## config.mk

```make
export PLATFORM = sky130hd
export DESIGN_NAME = mem_access_unit
export DESIGN_NICKNAME = d
export VERILOG_FILES = /design/src/rtl/mem_access_unit.sv
export SDC_FILE = /design/constraint.sdc
export NUM_CORES = 1
export LEC_CHECK = 0
export BUFFER_PORTS_ARGS = -buffer_cell sky130_fd_sc_hd__buf_4
export CAP_MARGIN = 30
export CORE_AREA = 5 5 94 96
export CTS_CLUSTER_SIZE = 28
export DETAILED_ROUTE_END_ITERATION = 10
export DIE_AREA = 0 0 99 101
export PLACE_DENSITY_LB_ADDON = 0.12
export SYNTH_ARGS = -nofsm -noshare
export SYNTH_HDL_FRONTEND = slang
export SYNTH_SLANG_ARGS = --single-unit
```

## constraint.sdc

```tcl
create_clock -name clk -period 2.1 [get_ports clk]
set_input_delay 0.315 -clock clk [delete_from_list [all_inputs] [get_ports clk]]
set_output_delay 0.315 -clock clk [all_outputs]
set_load 0.02 [all_outputs]
```

## src/rtl/mem_access_unit.sv

```systemverilog
// MEM pipeline stage: runs the EX/MEM data-memory access over a req/ack handshake and
// feeds MEM/WB, stalling upstream while busy. Optional MISALIGN_TRAP_EN traps misaligned ops.
module mem_access_unit #(
  parameter int unsigned TIMEOUT_CYCLES = 255
) (
  input  logic        clk,
  input  logic        rst,
  input  logic        ex_valid,
  input  logic        ex_wreg,
  input  logic        ex_m2reg,
  input  logic        ex_wmem,
  input  logic [31:0] ex_alu_out,
  input  logic [31:0] ex_store_data,
  input  logic [4:0]  ex_reg_addr,
  output logic        dmem_req,
  output logic        dmem_we,
  output logic [31:0] dmem_addr,
  output logic [31:0] dmem_wdata,
  input  logic        dmem_ack,
  input  logic [31:0] dmem_rdata,
  output logic        mem_stall,
  output logic        mem_wreg,
  output logic        mem_m2reg,
  output logic [31:0] mem_rdata,
  output logic [31:0] mem_alu_out,
  output logic [4:0]  mem_reg_addr,
  output logic        bus_err,
  output logic        misalign
);

  typedef enum logic [1:0] {StIdle, StWait, StDone} state_e;

  localparam logic [7:0] CntLast = 8'(TIMEOUT_CYCLES - 1);

  state_e      state_q, state_d;
  logic [7:0]  cnt_q, cnt_d;
  logic [31:0] rdata_q, rdata_d;
  logic        err_q, err_d;
  logic        memop;
  logic        trap;
  logic        stall_raw;

  assign memop = ex_valid & (ex_m2reg | ex_wmem);

`ifdef MISALIGN_TRAP_EN
  // EX/MEM is frozen until DONE, so the same condition still identifies the trap in DONE.
  assign trap = memop & (ex_alu_out[1:0] != 2'b00);
`else
  assign trap = 1'b0;
`endif

  // Reset must drop the stall at once, even while a memop sits in EX/MEM.
  assign mem_stall = stall_raw & ~rst;

  always_comb begin
    state_d      = state_q;
    cnt_d        = cnt_q;
    rdata_d      = rdata_q;
    err_d        = err_q;
    dmem_req     = 1'b0;
    dmem_we      = 1'b0;
    dmem_addr    = 32'h0;
    dmem_wdata   = 32'h0;
    stall_raw    = 1'b0;
    mem_wreg     = 1'b0;
    mem_m2reg    = 1'b0;
    mem_rdata    = 32'h0;
    mem_alu_out  = 32'h0;
    mem_reg_addr = 5'h0;
    bus_err      = 1'b0;
    misalign     = 1'b0;

    unique case (state_q)
      StIdle: begin
        if (trap) begin
          stall_raw = 1'b1;
          rdata_d   = 32'h0;
          err_d     = 1'b0;
          state_d   = StDone;
        end else if (memop) begin
          stall_raw = 1'b1;
          cnt_d     = 8'h0;
          state_d   = StWait;
        end else if (ex_valid) begin
          mem_wreg     = ex_wreg;
          mem_alu_out  = ex_alu_out;
          mem_reg_addr = ex_reg_addr;
        end
      end

      StWait: begin
        dmem_req   = 1'b1;
        dmem_we    = ex_wmem;
        dmem_addr  = {ex_alu_out[31:2], 2'b00};
        dmem_wdata = ex_store_data;
        stall_raw  = 1'b1;
        if (dmem_ack) begin
          rdata_d = dmem_rdata;
          cnt_d   = 8'h0;
          state_d = StDone;
        end else if (cnt_q == CntLast) begin
          err_d   = 1'b1;
          rdata_d = 32'h0;
          cnt_d   = 8'h0;
          state_d = StDone;
        end else begin
          cnt_d = cnt_q + 8'h1;
        end
      end

      StDone: begin
        mem_alu_out  = ex_alu_out;
        mem_reg_addr = ex_reg_addr;
        if (err_q) begin
          bus_err = 1'b1;
        end else if (trap) begin
          misalign = 1'b1;
        end else begin
          mem_wreg  = ex_wreg;
          mem_m2reg = ex_m2reg;
          mem_rdata = rdata_q;
        end
        err_d   = 1'b0;
        state_d = StIdle;
      end

      default: state_d = StIdle;
    endcase
  end

  always_ff @(posedge clk or posedge rst) begin
    if (rst) begin
      state_q <= StIdle;
      cnt_q   <= 8'h0;
      rdata_q <= 32'h0;
      err_q   <= 1'b0;
    end else begin
      state_q <= state_d;
      cnt_q   <= cnt_d;
      rdata_q <= rdata_d;
      err_q   <= err_d;
    end
  end

endmodule
```

==> summary.md <==
| Metric | Value |
|---|---|
| Leakage power of the design | 0.00261 uW |
| Detailed-placement wirelength estimate | 8.32 mm |
| Final core utilization | 0.596 |
| Number of endpoints with negative hold slack in the final report | 0 |
| Comb power frac | 0.474 |
| WL per Instance | 16.3 um |
| Clock tree from TritonCTS | built |
| Final clock period utilization by the worst path | 0.937 |
| Status | finished clean |
| Drt first pass iters | 4 |
| Portion of the post-synthesis area used by sequential elements | 0.394 |
| Die Wd | 99 um |
| Avg Synthesized Cell Area | 9.35 sq um |
| Crit path kind | flop to output port |
| Netlist area before placement | roughly 2700 sq um |
| Max IR drop VDD | between 0.4 and 0.5 mV |
| Post-synthesis to final-layout area growth | 73.8% |
| Largest net degree at the start of global routing | 61 |
| Endpoints failing setup | 0 |
| Residual DRC | 0 |
| Remaining max-slew budget at the tightest pin | 0.645 |
| Endpoint type of the worst setup path | output port |
| Unrepaired setup endpoints after global routing | false |
| Area enclosed by the die boundary | 10000 sq um |
| Power density over the cells | 767 nW/um^2 |
| Max-cap viol count | 0 |
| Final setup skew | 0.0125 ns |
| Maximum clock rate | approximately 0.51 GHz |
| Net Sw Power | ~1300 uW |
| Port bufs | 244 |
| Post-synth EDFFs | 0 |
| Synth unique cells | 33 |
| Number of global-route vias before repair | 2861 |
| Cell Int Power | about 2300 uW |
| Cells after synthesis | 292 |
| Max Buffers Root-to-Sink | 2 |
| Post-detailed-route count of antenna-violating nets | 0 |
| Fraction of registers with async set or reset after synthesis | 1.00 |
| Root Driver | sky130_fd_sc_hd__clkbuf_8 |
| Worst slew pin tran | 0.532 ns |
| Data required time of the worst path | 1.78 ns |
| Minimum period implied by the final worst setup slack | 1.97 ns |
| Total power consumption of the routed design | 3640 uW |
| Data arrival at the endpoint of the critical path | around 1.7 ns |
| Count of boundary I/O pins | roughly 250 |
| Highest fanout seen on the critical path | 60 |
| Die Ht | ~100 um |
| Post-route standard cell area excluding fillers | between 4000 and 5000 sq um |
| Routed via count | between 2000 and 3000 |
| Aggregate global-route resource usage | 0.193 |
| Total number of clock tree sinks | 43 |
| Antenna violations before repair | 0 |
| Number of flip-flops and latches in the synthesized netlist | 43 |
| Core outline area | about 8000 sq um |
| Worst setup margin | 0.132 ns |
| Share of power burned in registers | 0.358 |
| Clock Power Share | 0.168 |
| Starting Density | 0.343 |
| Number of DRC markers after the initial detailed-route iteration | about 140 |
| # Post-CTS Setup Buffers | 0 |
| Total placed instance area | approximately 4600 sq um |
| Antenna diode count | 0 |
| Total grt overflow | 0 |
| Dominant register cell in the synthesized netlist | sky130_fd_sc_hd__dfrtp_1 |
| Launching element type of the critical path | flop |
| Final-stage net count | roughly 640 |
| Placement Setup Slack | roughly 0.38 ns |
| Share of cells above drive strength 1 | 0.532 |
| Total of warnings raised by yosys | 0 |
| Number of CTS-inserted buffers | 5 |
| Vias per std cell | 4.50 |
| First-pass GRT wire length | 15.3 mm |
| Worst hold path type | primary input to asynchronous set/reset pin |
| Final estimated routing congestion in global placement | around 0.88 |
| Worst-path clk slew | roughly 0.08 ns |
| Standard-cell rows | 33 |
| Sum of routed wire length over all layers | slightly above 10 mm |
| Count of H-tree levels built during CTS | 2 |
| Sw Ratio | 0.357 |
| Sum of negative setup slack | 0 ns |
| Max Transition Viols Final | 0 |
| Worst-skew pair later-pin latency | ~0.29 ns |
## cell families (layout without fill, tap and decap cells)
kind of cell	Yosys count	count (layout)	synth area share
muxes	1	1	0.00367
buffers and inverters	29	263	0.0609
AOI/OAI and AO/OA	55	55	0.166
DFF	43	43	0.394
other	1	3	0.00137
xor gates and xnor gates	1	1	0.00321
adders and majority gates	2	2	0.00916
and+or+nand+nor	160	160	0.361
## power by group through the flow
stage               clock [uW]  sequential [uW]  combinational, uW
detailed placement           0             1300               1740
CTS                        632             1300               1740
global placement             0             1310               1720
floorplan                    0             1250               1050
finish                     612             1310               1720
global route               665             1350               1860
## worst max-delay path, stage by stage (launching register included)
cell	delay, ns
sky130_fd_sc_hd__dfrtp_2	0.48
sky130_fd_sc_hd__and2b_4	0.35
sky130_fd_sc_hd__buf_12	0.22
sky130_fd_sc_hd__and2_1	0.16
sky130_fd_sc_hd__buf_4	0.14
## Yosys cell counts, types with 2 or more instances
library cell,count,share of area
sky130_fd_sc_hd__clkbuf_1,11,0.015
sky130_fd_sc_hd__a22o_2,16,0.059
sky130_fd_sc_hd__and2_1,133,0.30
sky130_fd_sc_hd__a22o_1,16,0.051
sky130_fd_sc_hd__a21oi_1,5,0.0092
sky130_fd_sc_hd__nand2_1,6,0.0082
sky130_fd_sc_hd__o21ai_0,8,0.015
sky130_fd_sc_hd__dfrtp_1,43,0.39
sky130_fd_sc_hd__and3_1,4,0.0092
sky130_fd_sc_hd__nor3b_1,2,0.0055
sky130_fd_sc_hd__a31oi_1,3,0.0069
sky130_fd_sc_hd__nor2_1,4,0.0055
sky130_fd_sc_hd__inv_1,6,0.0082
sky130_fd_sc_hd__buf_6,4,0.016
sky130_fd_sc_hd__ha_1,2,0.0092
sky130_fd_sc_hd__nand3_1,4,0.0073
sky130_fd_sc_hd__a21o_1,3,0.0082
sky130_fd_sc_hd__buf_4,7,0.019
## registers in the layout, indices dropped and copies added, names as in the netlist
name	cells
cnt_q	8
err_q	1
rdata_q	32
state_q	2
## layer usage
layer | GRT usage | vias to the layer above | share of wire
met5 | 0 | - | 0
met3 | 0.0554 | 14 | 0.078
li1 | - | 1432 | -
met1 | 0.227 | 1286 | 0.38
met4 | 0.0536 | 0 | 0.020
met2 | 0.344 | 118 | 0.52
## through the flow
stage               hold slack, ns  cells
global placement             0.475    626
floorplan                    0.455    294
CTS                          0.177    633
global route                 0.212    633
detailed placement           0.473    626
finish                       0.164    633
## timing repair
action | 4_1_cts | 5_1_grt
hold buffers | 0 | 0
resized for setup | 0 | 2
endpoints found under the hold margin | 0 | 0
setup endpoints to repair | 0 | 78
## layout by cell type, fill, tap and decap left out, types with 2 or more instances in the layout
cell type	n
sky130_fd_sc_hd__buf_4	248
sky130_fd_sc_hd__and2_1	133
sky130_fd_sc_hd__dfrtp_1	42
sky130_fd_sc_hd__a22o_2	16
sky130_fd_sc_hd__a22o_1	16
sky130_fd_sc_hd__o21ai_0	8
sky130_fd_sc_hd__nand2_1	6
sky130_fd_sc_hd__inv_1	5
sky130_fd_sc_hd__a21oi_1	5
sky130_fd_sc_hd__clkbuf_8	5
sky130_fd_sc_hd__nand3_1	4
sky130_fd_sc_hd__and3_1	4
sky130_fd_sc_hd__nor2_1	3
sky130_fd_sc_hd__a21o_1	3
sky130_fd_sc_hd__a31oi_1	3
sky130_fd_sc_hd__conb_1	3
sky130_fd_sc_hd__nor2_2	2
sky130_fd_sc_hd__ha_1	2
sky130_fd_sc_hd__buf_12	2
## layout make-up
| type | count | area, sq um |
|---|---|---|
| fill | 680 | 3220 |
| timing repair buffer | 250 | 1900 |
| multi-input combinational | 222 | 1510 |
| sequential | 43 | 1080 |
| tap | 105 | 131 |
| clock buffer | 6 | 72.6 |
| clock inverter | 1 | 30.0 |
| inverter | 6 | 22.5 |
## final timing paths
path                                start             end  slack, ns  depth (start not counted)
setup / recovery               state_q[1]  dmem_wdata[18]       0.13                          4
hold / removal                        rst     rdata_q[27]       0.16                          3
setup reg to reg                 cnt_q[0]     rdata_q[13]       0.51                          7
hold reg to reg               rdata_q[19]     rdata_q[19]       0.50                          1
max in group asynchronous             rst      state_q[1]       1.54                          3
min in group clk           dmem_rdata[11]     rdata_q[11]       0.25                          2
Note: power is estimated with default switching activity, not from simulation.
